==> config.mk <==
export PLATFORM = sky130hd
export DESIGN_NAME = mult_result_fifo
export DESIGN_NICKNAME = d
export VERILOG_FILES = /design/src/rtl/mult_result_fifo.sv
export SDC_FILE = /design/constraint.sdc
export NUM_CORES = 1
export LEC_CHECK = 0
export CORE_UTILIZATION = 40
export CTS_CLUSTER_DIAMETER = 150
export DETAILED_ROUTE_END_ITERATION = 16
export SETUP_SLACK_MARGIN = 0.2
export SYNTH_ARGS = -nofsm -noshare
export SYNTH_HDL_FRONTEND = slang
export SYNTH_SLANG_ARGS = --single-unit
==> constraint.sdc <==
create_clock -name clk -period 5.3 [get_ports clk]
set_input_delay 1.06 -clock clk [delete_from_list [all_inputs] [get_ports clk]]
set_output_delay 1.06 -clock clk [all_outputs]
set_load 0.05 [all_outputs]
==> src/rtl/mult_result_fifo.sv <==
// mult_result_fifo: captures multiplier/popcount results into a small FIFO that
// software drains over the saddress/srd/swr register bus.
//
// Ports:
//   clk, n_reset          clock, asynchronous active-low reset
//   res_done              one-cycle strobe; res_w/res_ones/res_ovf valid
//   res_w, res_ones,      result word, ones count, overflow flag
//   res_ovf
//   saddress, srd, swr,   register bus (strobes are one cycle, synchronous)
//   sdata_in, sdata_out   write data in, registered read data out
//   irq                   level interrupt, high while threshold event is pending
//   level                 current entry count, 0..DEPTH
//
// Optional build macro RESFIFO_TIMESTAMP_EN: adds a free-running 16-bit cycle
// counter whose value is stored with each entry and read back at BASE+0x20.
module mult_result_fifo #(
    parameter int unsigned DEPTH  = 8,
    parameter int unsigned AW     = 3,
    parameter int unsigned THRESH = 6,
    parameter logic [15:0] BASE   = 16'h03B0
) (
    input  logic          clk,
    input  logic          n_reset,
    input  logic          res_done,
    input  logic [31:0]   res_w,
    input  logic [5:0]    res_ones,
    input  logic          res_ovf,
    input  logic [15:0]   saddress,
    input  logic          srd,
    input  logic          swr,
    input  logic [31:0]   sdata_in,
    output logic [31:0]   sdata_out,
    output logic          irq,
    output logic [AW:0]   level
);

    localparam logic [15:0] ADDR_HEAD_W    = BASE;
    localparam logic [15:0] ADDR_HEAD_META = BASE + 16'h0008;
    localparam logic [15:0] ADDR_POP       = BASE + 16'h0010;
    localparam logic [15:0] ADDR_STAT      = BASE + 16'h0018;
`ifdef RESFIFO_TIMESTAMP_EN
    localparam logic [15:0] ADDR_TS        = BASE + 16'h0020;
`endif
    localparam logic [AW:0] DEPTH_L  = (AW+1)'(DEPTH);
    localparam logic [AW:0] THRESH_L = (AW+1)'(THRESH);

    typedef enum logic [1:0] {IrqIdle, IrqPend, IrqAcked} irq_state_e;

    logic [AW:0]  wr_ptr_q, wr_ptr_d, rd_ptr_q, rd_ptr_d;
    logic [AW:0]  level_d;
    logic [38:0]  mem [DEPTH];
    logic [38:0]  head;
    logic [15:0]  drop_cnt_q;
    logic         uflow_q;
    logic [31:0]  sdata_q, rd_data;
    irq_state_e   irq_state_q, irq_state_d;

    logic empty, full, pop_req, ctrl_wr, flush, clr, ack;
    logic do_pop, do_push, wr_en, drop;

    // Only the low CTRL bits carry meaning; POP ignores its data entirely.
    logic unused_sdata;
    assign unused_sdata = ^sdata_in[31:3];

    assign level   = wr_ptr_q - rd_ptr_q;
    assign empty   = (level == '0);
    assign full    = (level == DEPTH_L);
    assign pop_req = swr && (saddress == ADDR_POP);
    assign ctrl_wr = swr && (saddress == ADDR_STAT);
    assign flush   = ctrl_wr && sdata_in[0];
    assign clr     = ctrl_wr && sdata_in[1];
    assign ack     = ctrl_wr && sdata_in[2];

    // A pop frees the slot for a same-cycle push when full, so no drop then.
    assign do_pop  = pop_req && !empty;
    assign do_push = res_done && (!full || do_pop);
    assign wr_en   = do_push && !flush;
    assign drop    = res_done && full && !do_pop && !flush;

    assign wr_ptr_d = flush ? '0 : wr_ptr_q + (AW+1)'(wr_en);
    assign rd_ptr_d = flush ? '0 : rd_ptr_q + (AW+1)'(do_pop);
    assign level_d  = wr_ptr_d - rd_ptr_d;

    assign head = mem[rd_ptr_q[AW-1:0]];

    always_ff @(posedge clk) begin
        if (wr_en) begin
            mem[wr_ptr_q[AW-1:0]] <= {res_ovf, res_ones, res_w};
        end
    end

`ifdef RESFIFO_TIMESTAMP_EN
    logic [15:0] ts_q;
    logic [15:0] ts_mem [DEPTH];

    always_ff @(posedge clk or negedge n_reset) begin
        if (!n_reset) ts_q <= '0;
        else          ts_q <= ts_q + 16'd1;
    end

    always_ff @(posedge clk) begin
        if (wr_en) begin
            ts_mem[wr_ptr_q[AW-1:0]] <= ts_q;
        end
    end
`endif

    // Read data reflects state before any same-cycle push or pop.
    always_comb begin
        rd_data = '0;
        case (saddress)
            ADDR_HEAD_W:    if (!empty) rd_data = head[31:0];
            ADDR_HEAD_META: if (!empty) rd_data = {25'b0, head[38:32]};
            ADDR_STAT:      rd_data = {drop_cnt_q, 8'(level), 4'b0, irq, uflow_q, full, empty};
`ifdef RESFIFO_TIMESTAMP_EN
            ADDR_TS:        if (!empty) rd_data = {16'b0, ts_mem[rd_ptr_q[AW-1:0]]};
`endif
            default:        ;
        endcase
    end

    always_comb begin
        irq_state_d = irq_state_q;
        if (flush) begin
            irq_state_d = IrqIdle;
        end else begin
            unique case (irq_state_q)
                IrqIdle:  if (level_d >= THRESH_L) irq_state_d = IrqPend;
                IrqPend:  if (ack) irq_state_d = IrqAcked;
                IrqAcked: if (level_d < THRESH_L) irq_state_d = IrqIdle;
                default:  irq_state_d = IrqIdle;
            endcase
        end
    end

    always_ff @(posedge clk or negedge n_reset) begin
        if (!n_reset) begin
            wr_ptr_q    <= '0;
            rd_ptr_q    <= '0;
            drop_cnt_q  <= '0;
            uflow_q     <= 1'b0;
            sdata_q     <= '0;
            irq_state_q <= IrqIdle;
        end else begin
            wr_ptr_q    <= wr_ptr_d;
            rd_ptr_q    <= rd_ptr_d;
            irq_state_q <= irq_state_d;
            if (srd) sdata_q <= rd_data;
            if (clr) begin
                drop_cnt_q <= '0;
                uflow_q    <= 1'b0;
            end else begin
                if (drop && (drop_cnt_q != 16'hFFFF)) drop_cnt_q <= drop_cnt_q + 16'd1;
                if (pop_req && empty) uflow_q <= 1'b1;
            end
        end
    end

    assign sdata_out = sdata_q;
    assign irq       = (irq_state_q == IrqPend);

endmodule

==> results_tabular.tex, run 1 <==
\begin{tabular}{lr}
\hline
Metric & Value \\
\hline
\multicolumn{2}{l}{\textbf{Outcome}} \\
Run status & completed \\
\multicolumn{2}{l}{\textbf{Global route}} \\
Global-route wire length before repair & slightly below 50000 um \\
Largest net degree at the start of global routing & 70 \\
Total global-route track usage & 17.16\% \\
Vias in the first global route & slightly below 8000 \\
Initial antenna violation count & 4 \\
Global route overflow & 0 \\
\multicolumn{2}{l}{\textbf{Synthesis}} \\
Mean instance size in the synthesized netlist & 19.14 sq um \\
Share of the synthesized area in compound gates (AO/OA/AOI/OAI) & 3.757\% \\
Synth Cell Area & 14990 sq um \\
Sequential fraction of the synthesis area & between 70\% and 80\% \\
Post-Synth XOR/XNOR Area & 0.5761\% \\
Dominant combinational cell family by area after synthesis & multiplexers \\
Synthesis-stage register bit count & 371 \\
Distinct cell type count after synthesis & 58 \\
Mux contribution to synthesized area & between 15 and 20\% \\
Area share of fa/ha/maj cells after synthesis & 1.186\% \\
Most used flip-flop cell after synthesis & sky130\_fd\_sc\_hd\_\_edfxtp\_1 \\
Warnings from Yosys & 0 \\
Synth Instances & 783 \\
Number of nets in the synthesized netlist & 888 \\
Share of async-settable or async-resettable flops after synthesis & $\sim$16\% \\
Fraction of the mapped netlist area in simple logic gates & 5.026\% \\
Post-synth EDFFs & 312 \\
\multicolumn{2}{l}{\textbf{Critical path}} \\
Critical path's top delay family & simple AND/OR/NAND/NOR gates \\
Worst Setup End Kind & register \\
Reg-to-Reg Start & wr\_ptr\_q[0] \\
CP Data Arrival Time & roughly 4.5 ns \\
Bufs and invs on worst path & 2 \\
CP required & $\sim$5.7 ns \\
Cell mode on critical path & sky130\_fd\_sc\_hd\_\_ha\_1 \\
Startpoint type of the worst setup path & input pin \\
Critical path start-end classification & input pin to register \\
Largest fanout on the critical path & 11 \\
Crit path cell chain & clkdlybuf4s50\_1, and4bb\_2, and4b\_1, nand3\_1, o211a\_1, ha\_1, ha\_1, and2\_1, inv\_1, fa\_1, xor2\_1, nor2\_1, a2111o\_1, and3\_1 \\
Crit-path slowest cell & sky130\_fd\_sc\_hd\_\_clkdlybuf4s50\_1 \\
Timing startpoint of the critical path & saddress[12] \\
Largest incremental delay on the critical path & 0.39 ns \\
\multicolumn{2}{l}{\textbf{Routing}} \\
Violation count after the first detailed-route iteration & 564 \\
Detailed-routing iteration count for the pre-antenna-repair pass & 5 \\
Number of vias per cell & $\sim$5.4 \\
Antenna-violating nets left & 0 \\
Vias after detailed routing & around 7600 \\
Routed length per placed instance & 22.76 um \\
Total detailed-routing wirelength & 31980 um \\
Residual DRC & 0 \\
\multicolumn{2}{l}{\textbf{CTS}} \\
Root Buffer Master & sky130\_fd\_sc\_hd\_\_clkbuf\_16 \\
Resized Gates After CTS & 0 \\
Hold buffer count at CTS & 0 \\
TritonCTS clock tree & yes \\
Post-CTS Setup Inserts & 0 \\
CTS sink cnt & 371 \\
Clock network latency to the later pin of the worst-skew pair & between 0.5 and 0.6 ns \\
H-Tree Level Count & 2 \\
Maximum root-to-sink buffer count & 3 \\
CTS clk-pin slew, worst paths & roughly 0.06 ns \\
Num CTS Buffers & 38 \\
\multicolumn{2}{l}{\textbf{Finish}} \\
Proportion of layout cells with a drive suffix above 1 & 19.98\% \\
Area taken by flip-flops and latches & about 11000 sq um \\
Number of nets in the final layout & 1011 \\
Filler Cell Count & 2996 \\
Area of the multi-input gates & between 3000 and 4000 sq um \\
Final standard cell area without fillers & 17850 sq um \\
Layout overhead on the synthesized area & 19.10\% \\
\multicolumn{2}{l}{\textbf{STA}} \\
Highest attainable clock frequency & approximately 250 MHz \\
Max Slew Vio Count & 0 \\
Final setup violation count & 0 \\
Sum of negative setup slack & 0 ns \\
Worst slack on hold paths & between 0.4 and 0.5 ns \\
Final worst path period need & 4.080 ns \\
Least setup slack across all paths after layout & 1.220 ns \\
Worst-Margin Slew & 1.135 ns \\
RSZ-0062 raised after global routing & false \\
Worst rel slew slack & 24.28\% \\
Final hold violations & 0 \\
Final setup skew & 0.01034 ns \\
Post-route fraction of the period consumed by the critical path & approximately three quarters \\
\multicolumn{2}{l}{\textbf{Placement}} \\
Placed instance area & 16660 sq um \\
Input/output buffers & 99 \\
Final RePlAce weighted congestion & 0.7804 \\
Pre-CTS setup slack & around 0.73 ns \\
DP Wirelength & between 15000 and 20000 um \\
\multicolumn{2}{l}{\textbf{Die}} \\
Floorplan core area & 36700 sq um \\
Die area & 38240 sq um \\
Site Rows & 70 \\
Horizontal die dimension & just under 200 um \\
Initial cell density of the core & 40.84\% \\
I/O pin count & 129 \\
Height of the chip & about 200 um \\
\multicolumn{2}{l}{\textbf{Job}} \\
Max\_cap viols & 0 \\
\multicolumn{2}{l}{\textbf{Pwr}} \\
Total power after layout & 7.273 mW \\
Worst VDD drop & 0.1857 mV \\
Power Density & 407.5 nW/um\^{}2 \\
Static Leak & 6.060 nW \\
\multicolumn{2}{l}{\textbf{Worst hold path}} \\
Type of the tightest min-delay check & register to register \\
Critical hold path startpoint & sdata\_out[15] \\
\hline
\end{tabular}
## worst register-to-register path: cells and delay by family, from the launching register on
kind                       cells  cell delay (ns)
xor gates and xnor gates       1             0.14
buffers and inverters          3             0.24
adders and majority gates      5             1.66
and+or+nand+nor                5             0.75
AOI/OAI and AO/OA              2             0.72
DFF                            1             0.40
## flip-flops by register name, summed over array words and instances, names as in the netlist
signal,count
mem,312
wr_ptr_q,4
uflow_q,1
rd_ptr_q,4
sdata_out,32
irq_state_q,2
drop_cnt_q,16
## per-stage QoR
step | cells | util, %
2_1_floorplan | 783 | -
3_3_place_gp | 1334 | 45.40
3_5_place_dp | 1334 | 45.40
4_1_cts | 1404 | 48.63
5_1_grt | 1404 | 48.63
6_report | 1405 | 48.64
## placed cells by master (no fill, tap or decap), types with 8 or more instances in the layout
cell                                n
sky130_fd_sc_hd__dfrtp_1           57
sky130_fd_sc_hd__a21oi_1            9
sky130_fd_sc_hd__edfxtp_1         312
sky130_fd_sc_hd__inv_1             19
sky130_fd_sc_hd__clkbuf_1          14
sky130_fd_sc_hd__mux2i_1           38
sky130_fd_sc_hd__nor2_1            13
sky130_fd_sc_hd__nand3_1           12
sky130_fd_sc_hd__clkdlybuf4s50_1   98
sky130_fd_sc_hd__nand2b_1          10
sky130_fd_sc_hd__ha_1              11
sky130_fd_sc_hd__o21ai_1           17
sky130_fd_sc_hd__o21ai_0           10
sky130_fd_sc_hd__nand2_1           33
sky130_fd_sc_hd__mux4_2            84
sky130_fd_sc_hd__o2bb2ai_1          8
sky130_fd_sc_hd__a22oi_1           23
sky130_fd_sc_hd__clkbuf_16         41
sky130_fd_sc_hd__buf_4             13
sky130_fd_sc_hd__nor3_1            12
## final timing paths
kind,to,slack [ns],depth (start not counted)
setup reg to reg,irq_state_q[0],1.27,16
max in group asynchronous,rd_ptr_q[1],3.70,2
hold / removal,sdata_out[15],0.49,1
min in group asynchronous,sdata_out[0],0.64,1
setup / recovery,irq_state_q[0],1.22,14
hold reg to reg,sdata_out[15],0.49,1
## cells in the mapped netlist, types with 2 or more instances
master | instances | area share [%]
sky130_fd_sc_hd__a21o_1 | 2 | 0.10
sky130_fd_sc_hd__buf_6 | 5 | 0.38
sky130_fd_sc_hd__nand4_1 | 5 | 0.21
sky130_fd_sc_hd__and2_1 | 3 | 0.13
sky130_fd_sc_hd__clkbuf_1 | 14 | 0.35
sky130_fd_sc_hd__nand2b_1 | 10 | 0.42
sky130_fd_sc_hd__o21ai_0 | 10 | 0.33
sky130_fd_sc_hd__xnor2_1 | 2 | 0.12
sky130_fd_sc_hd__or3_1 | 2 | 0.083
sky130_fd_sc_hd__dfrtp_1 | 59 | 9.9
sky130_fd_sc_hd__mux4_2 | 84 | 13
sky130_fd_sc_hd__xor2_1 | 6 | 0.35
sky130_fd_sc_hd__nand2_1 | 33 | 0.83
sky130_fd_sc_hd__o2bb2ai_1 | 8 | 0.47
sky130_fd_sc_hd__inv_1 | 19 | 0.48
sky130_fd_sc_hd__ha_1 | 11 | 0.92
sky130_fd_sc_hd__nand3b_1 | 3 | 0.15
sky130_fd_sc_hd__and4_1 | 2 | 0.12
sky130_fd_sc_hd__or2b_2 | 6 | 0.35
sky130_fd_sc_hd__fa_1 | 2 | 0.27
sky130_fd_sc_hd__buf_2 | 11 | 0.37
sky130_fd_sc_hd__and3_1 | 3 | 0.13
sky130_fd_sc_hd__a21oi_1 | 9 | 0.30
sky130_fd_sc_hd__nor3_1 | 14 | 0.47
sky130_fd_sc_hd__a22oi_1 | 23 | 1.2
sky130_fd_sc_hd__o21ai_1 | 17 | 0.57
sky130_fd_sc_hd__nor2b_1 | 3 | 0.13
sky130_fd_sc_hd__or3_2 | 3 | 0.15
sky130_fd_sc_hd__nor2_1 | 20 | 0.50
sky130_fd_sc_hd__buf_4 | 4 | 0.20
sky130_fd_sc_hd__nand3_1 | 12 | 0.40
sky130_fd_sc_hd__o2111ai_1 | 2 | 0.12
sky130_fd_sc_hd__edfxtp_1 | 312 | 63
sky130_fd_sc_hd__nor4_1 | 3 | 0.13
sky130_fd_sc_hd__mux2i_1 | 38 | 2.5
## cell type report
type	count	share of cell area (%)
multi-input cells	356	21.98
clock inverters	11	0.2944
flip-flops and latches	371	60.81
clock buffers	59	6.351
diodes	1	0.01402
inverters	20	0.4206
well taps	468	3.281
repair buffers	119	6.856
## metal layers
layer  vias to the layer above  part of all wire [%]  GRT usage (%)
met1                      4010                    44          23.72
li1                       3418                     -              -
met5                         -                  0.11              0
met3                        33                   5.8          3.472
met4                         6                   1.2          3.675
met2                       175                    49          28.19
## cell families (layout without fill, tap and decap cells)
kind of cell,Yosys count,count (layout)
flip-flops,371,371
AND/OR/NAND/NOR,133,133
multiplexers,122,122
AO/OA/AOI/OAI,79,79
buffers and inverters,56,209
adder cells (fa/ha/maj),13,13
XOR/XNOR,9,9
other,0,1
## power by group
part	switching, mW	internal, mW
sequential	0.113	3.58
clock	1.05	1.47
combinational	0.696	0.358
total	1.86	5.41
(Power assumes the default switching activity.)
==> run 2: changes to the inputs <==
Clock period 5.3 ns to 4.15 ns, I/O delays scaled along.
==> results_tabular.tex, run 2 (same netlist as run 1, synthesis figures left out) <==
\begin{tabular}{lr}
\hline
Metric & Value \\
\hline
\multicolumn{2}{l}{\textbf{Global route}} \\
Global route overflow & 0 \\
Vias in the first global route & 7936 \\
Met3 track demand over resource & 3.627\% \\
Met1 demand-to-capacity share in global routing & 24.10\% \\
Global-route wire length before repair & just under 50000 um \\
Largest net degree at the start of global routing & a little over 60 \\
Grt met2 use & 28.07\% \\
Initial antenna violation count & 2 \\
Total global-route track usage & roughly 17\% \\
Most utilized layer in the global route result & met2 \\
\multicolumn{2}{l}{\textbf{Die}} \\
Horizontal die dimension & roughly 200 um \\
I/O pin count & approximately 130 \\
Initial cell density of the core & 40.84\% \\
Site Rows & 70 \\
Height of the chip & about 200 um \\
Die area & $\sim$38000 sq um \\
Floorplan core area & 36700 sq um \\
\multicolumn{2}{l}{\textbf{Pwr}} \\
Switch share & 25.12\% \\
Static Leak & 6.148 nW \\
Combinational share of power & 15.2\% \\
Sequential share of power & a little under 50\% \\
Clk network pwr share & 35.1\% \\
Worst VDD drop & 0.2355 mV \\
Net switching power & between 2 and 2.5 mW \\
Power Density & 522.3 nW/um\^{}2 \\
Total power after layout & 9.426 mW \\
Internal & 7.058 mW \\
\multicolumn{2}{l}{\textbf{Critical path}} \\
Reg-to-Reg Start & wr\_ptr\_q[0] \\
Worst Setup End Kind & register \\
CP required & 4.54 ns \\
Critical path start-end classification & register to register \\
R2r endpoint & irq\_state\_q[0] \\
Startpoint type of the worst setup path & register \\
CP Data Arrival Time & 4.11 ns \\
Worst reg2reg path depth & 18 \\
Register-to-register setup slack & 0.43 ns \\
Largest fanout on the critical path & 4 \\
\multicolumn{2}{l}{\textbf{Finish}} \\
Share of the core filled with cells & between 40\% and 50\% \\
Final standard cell area without fillers & 18050 sq um \\
Number of nets in the final layout & 1025 \\
Antenna cells & 0 \\
Number of flip-flops in the largest register & 312 \\
Leading cell type in the layout, fill and taps excluded & sky130\_fd\_sc\_hd\_\_edfxtp\_1 \\
Filler Cell Count & 2941 \\
Proportion of layout cells with a drive suffix above 1 & 22.70\% \\
Layout overhead on the synthesized area & 20.42\% \\
Commonest cells after routing, fill and taps aside & sky130\_fd\_sc\_hd\_\_edfxtp\_1 (312), sky130\_fd\_sc\_hd\_\_clkdlybuf4s50\_1 (97), sky130\_fd\_sc\_hd\_\_mux4\_2 (84) \\
Post-route non-filler standard cell count & 1415 \\
\multicolumn{2}{l}{\textbf{Placement}} \\
Pre-CTS setup slack & -0.04750 ns \\
Placed instance area & 16770 sq um \\
DP Wirelength & 18640 um \\
Placed Instances & 1346 \\
Final RePlAce weighted congestion & 0.7592 \\
Input/output buffers & 99 \\
\multicolumn{2}{l}{\textbf{Routing}} \\
Residual DRC & 0 \\
Violation count after the first detailed-route iteration & 517 \\
Routed length per placed instance & 22.75 um \\
Detailed-routing iteration count for the pre-antenna-repair pass & 7 \\
Number of vias per cell & 5.395 \\
Total detailed-routing wirelength & 32200 um \\
Vias after detailed routing & 7634 \\
Antenna-violating nets left & 0 \\
\multicolumn{2}{l}{\textbf{CTS}} \\
Clock network latency to the later pin of the worst-skew pair & approximately 0.52 ns \\
Root Buffer Master & sky130\_fd\_sc\_hd\_\_clkbuf\_16 \\
CTS clk-pin slew, worst paths & 0.06 ns \\
Num CTS Buffers & 37 \\
H-Tree Level Count & 2 \\
Hold buffer count at CTS & 0 \\
Maximum root-to-sink buffer count & 3 \\
TritonCTS clock tree & yes \\
CTS sink cnt & approximately 370 \\
\multicolumn{2}{l}{\textbf{STA}} \\
Max Slew Vio Count & 0 \\
Worst slack on hold paths & 0.5037 ns \\
Worst rel slew slack & 21.59\% \\
RSZ-0062 raised after global routing & false \\
Final setup violation count & 0 \\
Least setup slack across all paths after layout & 0.4275 ns \\
Worst-Margin Slew & around 1.2 ns \\
Final setup skew & 0.02024 ns \\
Final worst path period need & between 3 and 4 ns \\
Post-route fraction of the period consumed by the critical path & approximately nine tenths \\
Final hold violations & 0 \\
Highest attainable clock frequency & about 270 MHz \\
Sum of negative setup slack & 0 ns \\
\multicolumn{2}{l}{\textbf{Outcome}} \\
Run status & completed \\
\multicolumn{2}{l}{\textbf{Worst hold path}} \\
Type of the tightest min-delay check & input pin to async pin \\
\multicolumn{2}{l}{\textbf{Job}} \\
Max\_cap viols & 0 \\
\hline
\end{tabular}
[run 2: cell types whose count changed in the layout (fill, tap and decap cells not counted), moves of 3 or more]
cell	delta
sky130_fd_sc_hd__ha_1	-4
sky130_fd_sc_hd__buf_4	+16
sky130_fd_sc_hd__bufinv_16	+3
sky130_fd_sc_hd__clkbuf_1	-4
sky130_fd_sc_hd__clkbuf_16	-3
sky130_fd_sc_hd__ha_2	+4
[run 2: layout make-up]
cell class,instances,area [sq um],area share [%]
repair buffers,134,1334,7.391
clock inverters,12,145.1,0.8043
inverters,20,80.08,0.4437
clock buffers,54,1071,5.935
flip-flops and latches,371,10850,60.14
multi-input cells,356,3978,22.04
well taps,468,585.6,3.245
[run 2: power by group through the flow]
stage          Combinational [mW]  Sequential [mW]  Clock [mW]
6_report                     1.44             4.68        3.31
5_1_grt                      1.56             4.72        3.52
4_1_cts                      1.43             4.68        3.38
3_5_place_dp                 1.43             4.76           0
3_3_place_gp                 1.42             4.74           0
2_1_floorplan               0.816             4.76           0
[run 2: metal layers]
layer / vias to the layer above / part of all wire, %
met5: - / 0.078
met4: 4 / 1.5
met3: 36 / 5.2
met2: 169 / 49
met1: 3981 / 45
li1: 3444 / -
[run 2: repair_timing]
action	in CTS	in global routing
endpoints found under the hold margin	0	0
resized for setup	0	10
setup endpoints to repair	0	2
setup buffers	0	3
[run 2: worst max path at each step]
stage	from	end	slack [ns]	cells after the start
finish	wr_ptr_q[0]	irq_state_q[0]	0.43	18
global route	wr_ptr_q[0]	irq_state_q[0]	0.18	19
CTS	wr_ptr_q[0]	irq_state_q[0]	0.26	19
detailed placement	saddress[15]	irq_state_q[0]	-0.05	17
global placement	saddress[0]	irq_state_q[0]	-0.02	17
floorplan	rd_ptr_q[1]	irq_state_q[0]	0.21	18
[run 2: critical path, cell delays in order, from the launching register on]
cell and delay, ns:
sky130_fd_sc_hd__dfrtp_1 0.40, sky130_fd_sc_hd__inv_2 0.07, sky130_fd_sc_hd__ha_2 0.17, sky130_fd_sc_hd__inv_1 0.06, sky130_fd_sc_hd__fa_2 0.43, sky130_fd_sc_hd__xor2_4 0.18
sky130_fd_sc_hd__nor3_4 0.22, sky130_fd_sc_hd__nand3_2 0.12, sky130_fd_sc_hd__o211a_1 0.23, sky130_fd_sc_hd__ha_2 0.30, sky130_fd_sc_hd__nand2_1 0.07, sky130_fd_sc_hd__ha_1 0.25
sky130_fd_sc_hd__fa_2 0.36, sky130_fd_sc_hd__xor2_1 0.18, sky130_fd_sc_hd__nor2_1 0.10, sky130_fd_sc_hd__buf_4 0.14, sky130_fd_sc_hd__nor2_1 0.08, sky130_fd_sc_hd__nand4_1 0.08
sky130_fd_sc_hd__and3_1 0.18
